### src/rtl/uart_pkg.sv
// Shared UART definitions: receiver state encoding and baud divider helper.
package uart_pkg;

  // One-hot receiver states; any other encoding is treated as IDLE.
  typedef enum logic [3:0] {
    ST_IDLE  = 4'b0001,
    ST_START = 4'b0010,
    ST_DATA  = 4'b0100,
    ST_STOP  = 4'b1000
  } uart_rx_state_t;

  // Clocks per oversample tick, floored and never below 1.
  function automatic int uart_div(input int clk_freq, input int baud_rate,
                                  input int oversample);
    int d;
    d = clk_freq / (baud_rate * oversample);
    if (d < 1) d = 1;
    return d;
  endfunction

endpackage

### src/rtl/uart_rx_if.sv
// Consumer-side bundle of the UART receiver.
//
// Handshake: the receiver raises rx_valid with rx_data and holds both stable
// until the consumer has rx_ready high at a clock edge where rx_valid is high;
// that edge is the transfer. rx_ready may be high or low at any time and does
// not depend on rx_valid. frame_err / overrun_err are single-cycle pulses and
// are not part of the handshake.
interface uart_rx_if #(
  parameter int DW = 8
);
  import uart_pkg::*;

  logic [DW-1:0] rx_data;
  logic          rx_valid;
  logic          rx_ready;
  logic          rx_busy;
  logic          frame_err;
  logic          overrun_err;

  modport master (
    output rx_data,
    output rx_valid,
    output rx_busy,
    output frame_err,
    output overrun_err,
    input  rx_ready
  );

  modport slave (
    input  rx_data,
    input  rx_valid,
    input  rx_busy,
    input  frame_err,
    input  overrun_err,
    output rx_ready
  );

endinterface

### src/rtl/uart_baud_tick.sv
// Oversample tick divider: one-cycle tick every DIV enabled clocks.
module uart_baud_tick #(
  parameter int DIV = 1
) (
  input  logic clk_i,
  input  logic rst_i,
  input  logic en,
  input  logic clr,
  output logic tick
);

  localparam int CW = (DIV > 1) ? $clog2(DIV) : 1;
  localparam logic [CW-1:0] LAST = CW'(DIV - 1);

  logic [CW-1:0] cnt;

  // Tick only while enabled so a DIV of 1 stays quiet when idle.
  assign tick = en && !clr && (cnt == LAST);

  // Counter sits at 0 while disabled or cleared and wraps after LAST.
  always_ff @(posedge clk_i) begin
    if (rst_i || clr || !en) begin
      cnt <= '0;
    end else if (cnt == LAST) begin
      cnt <= '0;
    end else begin
      cnt <= cnt + CW'(1);
    end
  end

endmodule

### src/rtl/uart_rx.sv
// UART receiver: 1 start, DW data bits LSB-first, 1 stop, no parity.
// Oversampled line, decisions taken at the middle of each bit.
module uart_rx
  import uart_pkg::*;
#(
  parameter int CLK_FREQ   = 100_000_000,
  parameter int BAUD_RATE  = 115200,
  parameter int DW         = 8,
  parameter int OVERSAMPLE = 16
) (
  input  logic           clk_i,
  input  logic           rst_i,
  input  logic           rx,
  uart_rx_if.master      bus,
  output uart_rx_state_t state_dbg
);

  localparam int DIV = uart_div(CLK_FREQ, BAUD_RATE, OVERSAMPLE);
  localparam int SW  = $clog2(OVERSAMPLE);
  localparam int BW  = $clog2(DW + 1);

  localparam logic [SW-1:0] SAMP_MID  = SW'(OVERSAMPLE / 2 - 1);
  localparam logic [SW-1:0] SAMP_FULL = SW'(OVERSAMPLE - 1);
  localparam logic [BW-1:0] BIT_LAST  = BW'(DW - 1);

  uart_rx_state_t state, state_next;

  logic          rx_meta, rx_s, rx_d;
  logic          fall;
  logic          tick;
  logic [SW-1:0] samp_cnt;
  logic [BW-1:0] bit_cnt;
  logic [DW-1:0] shreg;

  logic start_go, samp_clr, samp_inc, shift_en, stop_done;

  logic [DW-1:0] rx_data_q;
  logic          rx_valid_q;
  logic          frame_err_q;
  logic          overrun_err_q;

  // Two-flop synchronizer plus one delay flop for falling-edge detection.
  always_ff @(posedge clk_i) begin
    if (rst_i) begin
      rx_meta <= 1'b1;
      rx_s    <= 1'b1;
      rx_d    <= 1'b1;
    end else begin
      rx_meta <= rx;
      rx_s    <= rx_meta;
      rx_d    <= rx_s;
    end
  end

  assign fall = rx_d && !rx_s;

  uart_baud_tick #(.DIV(DIV)) u_tick (
    .clk_i (clk_i),
    .rst_i (rst_i),
    .en    (state != ST_IDLE),
    .clr   (start_go),
    .tick  (tick)
  );

  // State register.
  always_ff @(posedge clk_i) begin
    if (rst_i) state <= ST_IDLE;
    else       state <= state_next;
  end

  // Next state and per-cycle strobes for the counters and output stage.
  always_comb begin
    state_next = state;
    start_go   = 1'b0;
    samp_clr   = 1'b0;
    samp_inc   = 1'b0;
    shift_en   = 1'b0;
    stop_done  = 1'b0;
    case (state)
      ST_IDLE: begin
        if (fall) begin
          state_next = ST_START;
          start_go   = 1'b1;
        end
      end
      ST_START: begin
        if (tick) begin
          if (samp_cnt == SAMP_MID) begin
            samp_clr   = 1'b1;
            // A line back high at mid start bit was a glitch.
            state_next = rx_s ? ST_IDLE : ST_DATA;
          end else begin
            samp_inc = 1'b1;
          end
        end
      end
      ST_DATA: begin
        if (tick) begin
          if (samp_cnt == SAMP_FULL) begin
            samp_clr = 1'b1;
            shift_en = 1'b1;
            if (bit_cnt == BIT_LAST) state_next = ST_STOP;
          end else begin
            samp_inc = 1'b1;
          end
        end
      end
      ST_STOP: begin
        if (tick) begin
          if (samp_cnt == SAMP_FULL) begin
            // Leave at mid stop bit so the next start edge is not missed.
            samp_clr   = 1'b1;
            stop_done  = 1'b1;
            state_next = ST_IDLE;
          end else begin
            samp_inc = 1'b1;
          end
        end
      end
      default: state_next = ST_IDLE;
    endcase
  end

  // Sample/bit counters and the LSB-first shift register.
  always_ff @(posedge clk_i) begin
    if (rst_i) begin
      samp_cnt <= '0;
      bit_cnt  <= '0;
      shreg    <= '0;
    end else if (start_go) begin
      samp_cnt <= '0;
      bit_cnt  <= '0;
    end else begin
      if (samp_clr)      samp_cnt <= '0;
      else if (samp_inc) samp_cnt <= samp_cnt + SW'(1);
      if (shift_en) begin
        shreg   <= {rx_s, shreg[DW-1:1]};
        bit_cnt <= bit_cnt + BW'(1);
      end
    end
  end

  // Output holding register, handshake and error pulses.
  always_ff @(posedge clk_i) begin
    if (rst_i) begin
      rx_data_q     <= '0;
      rx_valid_q    <= 1'b0;
      frame_err_q   <= 1'b0;
      overrun_err_q <= 1'b0;
    end else begin
      frame_err_q   <= 1'b0;
      overrun_err_q <= 1'b0;
      if (rx_valid_q && bus.rx_ready) rx_valid_q <= 1'b0;
      if (stop_done) begin
        if (rx_s) begin
          if (!rx_valid_q || bus.rx_ready) begin
            rx_data_q  <= shreg;
            rx_valid_q <= 1'b1;
          end else begin
            overrun_err_q <= 1'b1;
          end
        end else begin
          frame_err_q <= 1'b1;
        end
      end
    end
  end

  assign bus.rx_data     = rx_data_q;
  assign bus.rx_valid    = rx_valid_q;
  assign bus.rx_busy     = (state != ST_IDLE);
  assign bus.frame_err   = frame_err_q;
  assign bus.overrun_err = overrun_err_q;
  assign state_dbg       = state;

endmodule

### src/flat_wrapper.sv
// flat-port wrapper written by rule: the top's interface ports become plain ports
module uart_rx_flat import uart_pkg::*;
#(
  parameter int CLK_FREQ   = 100_000_000,
  parameter int BAUD_RATE  = 115200,
  parameter int DW         = 8,
  parameter int OVERSAMPLE = 16
)
  (clk_i, rst_i, rx, state_dbg, bus_rx_data, bus_rx_valid, bus_rx_busy, bus_frame_err, bus_overrun_err, bus_rx_ready);
  uart_rx_if #(.DW(DW)) bus_i ();
  input  logic clk_i;
  input  logic rst_i;
  input  logic rx;
  output uart_rx_state_t state_dbg;
  output wire logic [$bits(bus_i.rx_data)-1:0] bus_rx_data;
  output wire logic [$bits(bus_i.rx_valid)-1:0] bus_rx_valid;
  output wire logic [$bits(bus_i.rx_busy)-1:0] bus_rx_busy;
  output wire logic [$bits(bus_i.frame_err)-1:0] bus_frame_err;
  output wire logic [$bits(bus_i.overrun_err)-1:0] bus_overrun_err;
  input wire logic [$bits(bus_i.rx_ready)-1:0] bus_rx_ready;
  assign bus_rx_data = bus_i.rx_data;
  assign bus_rx_valid = bus_i.rx_valid;
  assign bus_rx_busy = bus_i.rx_busy;
  assign bus_frame_err = bus_i.frame_err;
  assign bus_overrun_err = bus_i.overrun_err;
  assign bus_i.rx_ready = bus_rx_ready;
  uart_rx #(.CLK_FREQ(CLK_FREQ), .BAUD_RATE(BAUD_RATE), .DW(DW), .OVERSAMPLE(OVERSAMPLE)) u_core (.clk_i(clk_i), .rst_i(rst_i), .rx(rx), .bus(bus_i), .state_dbg(state_dbg));
endmodule
### config.mk
export PLATFORM = sky130hd
export DESIGN_NAME = uart_rx_flat
export DESIGN_NICKNAME = d
export VERILOG_FILES = /design/src/rtl/uart_pkg.sv /design/src/rtl/uart_rx_if.sv /design/src/rtl/uart_baud_tick.sv /design/src/rtl/uart_rx.sv /design/src/flat_wrapper.sv
export SDC_FILE = /design/constraint.sdc
export NUM_CORES = 1
export LEC_CHECK = 0
export CAP_MARGIN = 20
export CORE_ASPECT_RATIO = 0.6
export CORE_MARGIN = 2
export CORE_UTILIZATION = 25
export CTS_CLUSTER_DIAMETER = 120
export DETAILED_ROUTE_END_ITERATION = 6
export HOLD_SLACK_MARGIN = 0.12
export PLACE_DENSITY = 0.51
export SYNTH_ARGS = -nofsm -noshare
export SYNTH_HDL_FRONTEND = slang
export SYNTH_SLANG_ARGS = --single-unit
export TNS_END_PERCENT = 50
### constraint.sdc
create_clock -name clk_i -period 2.2 [get_ports clk_i]
set_input_delay 0.33 -clock clk_i [delete_from_list [all_inputs] [get_ports clk_i]]
set_output_delay 0.33 -clock clk_i [all_outputs]
set_load 0.01 [all_outputs]
* Yosys cells after proc, flatten, opt, wreduce, memory -nomap -nowiden
Cells that the tools add are included. Widths: inputs -> output; s select.
Cells by class: $add $sub $neg 3, eq/ne operators 17, muxes and demuxes 30, reductions and logical operators 20, bitwise gates (word level) 3
Operators by type and width (count):
- $mux 4 | 8
- $mux 1 | 18
- $ne 2x1->1 const B | 8
- $pmux 4 s4 | 1
- $eq 4x3->1 const B | 3
- $add 4x1->4 const B | 2
- $eq 4x4->1 const B | 2
- $reduce_and 8->1 | 1
- $reduce_or 2->1 | 4
- $add 6x1->6 const B | 1
- $eq 6x6->1 const B | 1
- $reduce_or 3->1 | 2
- $eq 4x1->1 const B | 1
- $eq 4x2->1 const B | 1
- $logic_and 1x1->1 | 4
- $logic_not 1->1 | 4
- $ne 4x1->1 const B | 1
- $pmux 1 s2 | 2
- $logic_or 1x1->1 | 3
- $mux 3 | 1
- $not 1->1 | 3
- $reduce_and 3->1 | 1
- $reduce_and 2->1 | 1
Word-level totals: bits of input ports 4, logic and storage cells 85, register bits 40

* Longest topological paths before layout
depth in word-level cells 11, mapped depth 7, mapped depth without buffers 7

* Modules after synthesis
From an unflattened synthesis, not the netlist that was laid out.
Second synthesis, totals: cells, all modules 187, area total of the unflattened synthesis 1814.2 um^2
Modules (own cells, without submodules):
- uart_rx | cells each 159, area each 1547.7 um^2, instances 1, sequential area each 680.7 um^2
- uart_baud_tick | cells each 28, area each 266.5 um^2, instances 1, sequential area each 120.1 um^2

* Worst setup path before layout
Ideal clock, no wire load.
path type register to register, from register u_core.state[1], in the netlist u_core.state_dbg[1], to register u_core.samp_cnt[3], setup time 70 ps, stages on the path, launching flop included 7, period minus slack after synthesis 2052 ps, buffers on the path 1, slack 148 ps, data arrival time 1982 ps, cells stage by stage dfxtp_1 -> buf_4 -> or3b_4 -> o21a_1 -> or3_4 -> or4_1 -> a21oi_1
Between the ends: cells in the longest elaborated chain, start to end 8, elaborated cells on any way between the ends 17
Ends and longest elaborated chain:
- start, declared | line uart_rx.sv:26 | uart_rx_state_t state, state_next;
- start signal, assigned | line uart_rx.sv:68 | else state <= state_next;
- $eq 4x1->1 | line uart_rx.sv:79 | case (state)
- $mux 1 | line uart_rx.sv:79
- $logic_not 1->1 | line uart_baud_tick.sv:18 | assign tick = en && !clr && (cnt == LAST);
- $logic_and 1x1->1 (2 in a row) | line uart_baud_tick.sv:18
- $mux 1 (on tied branches) | line uart_rx.sv:98, uart_rx.sv:87
- $pmux 1 s2 | line uart_rx.sv:79
- $reduce_or 3->1 (no source line)
- end signal, assigned | line uart_rx.sv:135 | else if (samp_inc) samp_cnt <= samp_cnt + SW'(1);
- end, declared | line uart_rx.sv:31 | logic [SW-1:0] samp_cnt;
Several ways; a longest one is shown, not always the timed one. A chain may end at the register's enable or synchronous reset.

* Worst setup path in the final report
from register u_core.state[1], in the netlist u_core.state_dbg[1], to output port bus_rx_busy
Between the ends: cells in the longest elaborated chain, start to end 1
Ends and longest elaborated chain:
- $ne 4x1->1 | line uart_rx.sv:171 | assign bus.rx_busy = (state != ST_IDLE);
- end, declared | line flat_wrapper.sv:17 | output wire logic [$bits(bus_i.rx_busy)-1:0] bus_rx_busy;
Every way passes these cells.

==> results.toml <==
[global_routing]
antenna_found_initial = 0
grt_max_degree = 19
gr-total-overflow = 0
track_usage_pct = 11.01
grt_first_pass_wirelength_um = 6603
grt_pass1_vias = 1315

[min_path]
min_path_type = "reg -> reg"
min_from = "u_core.rx_meta$_SDFF_PP1_"
hold_end = "u_core.rx_s$_SDFF_PP1_"
holdPathStages = 1

[drt]
vias = 1437
ant_nets = 0
wl_um = 3944
viasPerCell = 4.519
drcViolationCount = 0
dr.first_iter.drc_count = 70
dr.pass1.iters = 4
wl_per_cell_um = 12.40

[place]
numPortBuffers = 19
place_area_mm2 = 0.002085
dp_hpwl_um = 2894
gp_congestion = 0.7843
dp_cells = 310

[synth]
syn_inst = 203
syn_area_mm2 = 0.001749
yosysWarnings = 0
yosys.area.top_type = "dfxtp_1"
seq_area_frac_synth_pct = 45.78
postSynthAreaPerCell_um2 = 8.617
syn-num-nets = 211
netlist_top_cells_area = "dfxtp_1 (46%), nand2_1 (7.1%), nor2_1 (5.6%), a21oi_1 (5.2%), mux2i_1 (4.6%)"
yosys.area.top_type_share_pct = 45.78
synth.most_common_cell = "dfxtp_1"
synth_cell_type_count = 41
synth_ff_type = "dfxtp_1"
ys_seq_elements = 40
async_flop_share_pct = 0
synth_edf_count = 0
synthTopCellsByCount = "dfxtp_1 (40), nand2_1 (33), nor2_1 (26), a21oi_1 (18), mux2i_1 (8)"

[critical_path]
crit_path_start = "u_core.state_dbg[1]$_SDFFE_PP0P_"
rr_endpoint = "u_core.samp_cnt[3]$_SDFFE_PP0P_"
startpoint_type = "flip-flop"
critical_path_class = "reg -> out"
worstSetupEndpointType = "output pin"
worst-r2r-setup-slack_ps = 170
cp.arrival_ps = 1730
reg2reg_depth = 6
worstPathMaxFanout = 6
r2r_start = "u_core.u_tick.cnt[0]$_SDFF_PP0_"
required_ps = 1870

[sta]
max_freq_mhz = 484.8
fin_crit_sh_pct = 93.76
slew_violations = 0
tightest_slew_ps = 528.0
finClkSkew_ps = 3.768
min_period_ps = 2063
fin_tns_setup_ps = 0
rsz0062_at_grt = "no"
hold_viol = 0
setup_violations = 0
maxSlewHeadroom_pct = 64.73

[power]
leakagePower_nw = 0.8211
ir_drop_mv = 0.3065
p_total_mw = 1.655
power_density_mw_per_mm2 = 729.7

[clock_tree]
holdBufCountCts = 0
clkSinkCount = 40
numCtsBuffers = 5
clk_path_buf_depth = 2
cts_root_buf = "clkbuf_16"
htree_levels = 2
cts_tree = "built"
insertion_delay_ps = 280
clk_pin_slew_ps = 60

[die]
std_cell_rows = 23
die_area_mm2 = 0.007703
die_y_um = 68.79
floorplan.initialDensity_pct = 25.98
die_w_um = 112.0
ioPinCount = 20
core_area_mm2 = 0.006734

[finish]
final_layout_size_suffix_gt1_share_pct = 12.12
final_cells = 318
area_growth_pct = 29.69
multi_input_area_um2 = 900.9
fin_area_mm2 = 0.002268
n_antenna_cell = 0
nNetsFinal = 238
register_area_um2 = 800.8
fillers = 726

[run]
drv_cap = 0

[status]
status = "finished, final reports clean"
-- state kept, by name, indices dropped and copies added, names as in the netlist --
name,cells
u_core.bus.rx_data,8
u_core.shreg,8
u_core.u_tick.cnt,6
u_core.bit_cnt,4
u_core.samp_cnt,4
u_core.state_dbg,4
u_core.bus.frame_err,1
u_core.bus.overrun_err,1
u_core.bus.rx_valid,1
u_core.rx_d,1
u_core.rx_meta,1
u_core.rx_s,1
-- cell usage in the layout, fill, tap and decap left out, drive strengths merged --
cell | netlist | routed
a211oi | 2 | 2
a21o | 1 | 1
a21oi | 18 | 18
a31oi | 1 | 1
and4 | 1 | 1
buf | 2 | 10
bufinv | 0 | 1
clkbuf | 7 | 6
clkdlybuf4s50 | 0 | 19
clkinv | 0 | 1
dfxtp | 40 | 40
ha | 4 | 4
inv | 4 | 4
mux2i | 8 | 8
nand2 | 33 | 33
nand2b | 4 | 4
nand3 | 3 | 3
nand3b | 2 | 2
nand4 | 4 | 4
nor2 | 26 | 26
nor2b | 2 | 2
nor3 | 3 | 3
nor3b | 1 | 1
nor4 | 3 | 3
nor4b | 3 | 3
o211ai | 1 | 1
o21a | 1 | 1
o21ai | 3 | 3
o22ai | 3 | 3
o311ai | 1 | 1
o31ai | 1 | 1
or2 | 5 | 5
or3 | 5 | 5
or3b | 1 | 1
or4 | 2 | 2
or4b | 1 | 1
xnor2 | 4 | 4
xor2 | 3 | 3
-- critical path, stage by stage (launching register included) --
cell	delay [ps]
dfxtp_1	350
buf_4	170
nor4b_2	300
inv_1	140
clkdlybuf4s50_1	500
-- report_power, final --
group / leakage (nW) / internal, mW / switching, mW
registers: 0.323 / 0.730 / 0.00471
clock network: 0.0871 / 0.568 / 0.287
logic: 0.411 / 0.0303 / 0.0353
total: 0.821 / 1.33 / 0.327
-- metal layers --
| metal | wire [um] | track usage, % | vias up |
|---|---|---|---|
| li1 | - | - | 756 |
| met1 | 2220 | 16.18 | 650 |
| met2 | 1488 | 14.55 | 29 |
| met3 | 222 | 4.108 | 2 |
| met4 | 12 | 3.506 | 0 |
| met5 | 0 | 0 | - |
-- what timing repair did --
action                     4_1_cts  5_1_grt
resized for setup                0        1
buffers inserted                 0        0
setup endpoints to repair        0        1
-- how the worst max path moves through the flow --
stage | depth (start not counted) | end
2_1_floorplan | 6 | u_core.samp_cnt[3]$_SDFFE_PP0P_
3_3_place_gp | 6 | u_core.samp_cnt[3]$_SDFFE_PP0P_
3_5_place_dp | 6 | u_core.samp_cnt[3]$_SDFFE_PP0P_
4_1_cts | 4 | bus_rx_busy
5_1_grt | 5 | u_core.bit_cnt[3]$_SDFFE_PP0P_
6_report | 4 | bus_rx_busy
-- area by class of cell --
type / count / share of cell area [%]
clock inverters: 2 / 1.710
flip-flops and latches: 40 / 35.30
inverters: 4 / 0.6619
clock buffers: 6 / 6.122
multi-input cells: 150 / 39.71
repair buffers: 29 / 11.69
well taps: 87 / 4.799
-- per-stage QoR --
stage | utilization, % | hold slack (ps) | setup slack, ps
finish | 33.69 | 414.8 | 137.3
global route | 33.69 | 424.7 | 46.57
CTS | 33.59 | 413.6 | 31.33
detailed placement | 30.96 | 399.6 | 179.2
global placement | 30.96 | 399.9 | 198.8
floorplan | - | 389.5 | 148.4
-- logic make-up after synthesis --
family / count (synthesis) / share of synthesized area (%)
buf+inv: 13 / 3.076
flops: 40 / 45.78
xor+xnor: 7 / 3.505
simple gates: 99 / 29.68
compound gates: 32 / 10.52
mux: 8 / 4.578
fa+ha+maj: 4 / 2.861
Power figures use the tool's default switching activity.
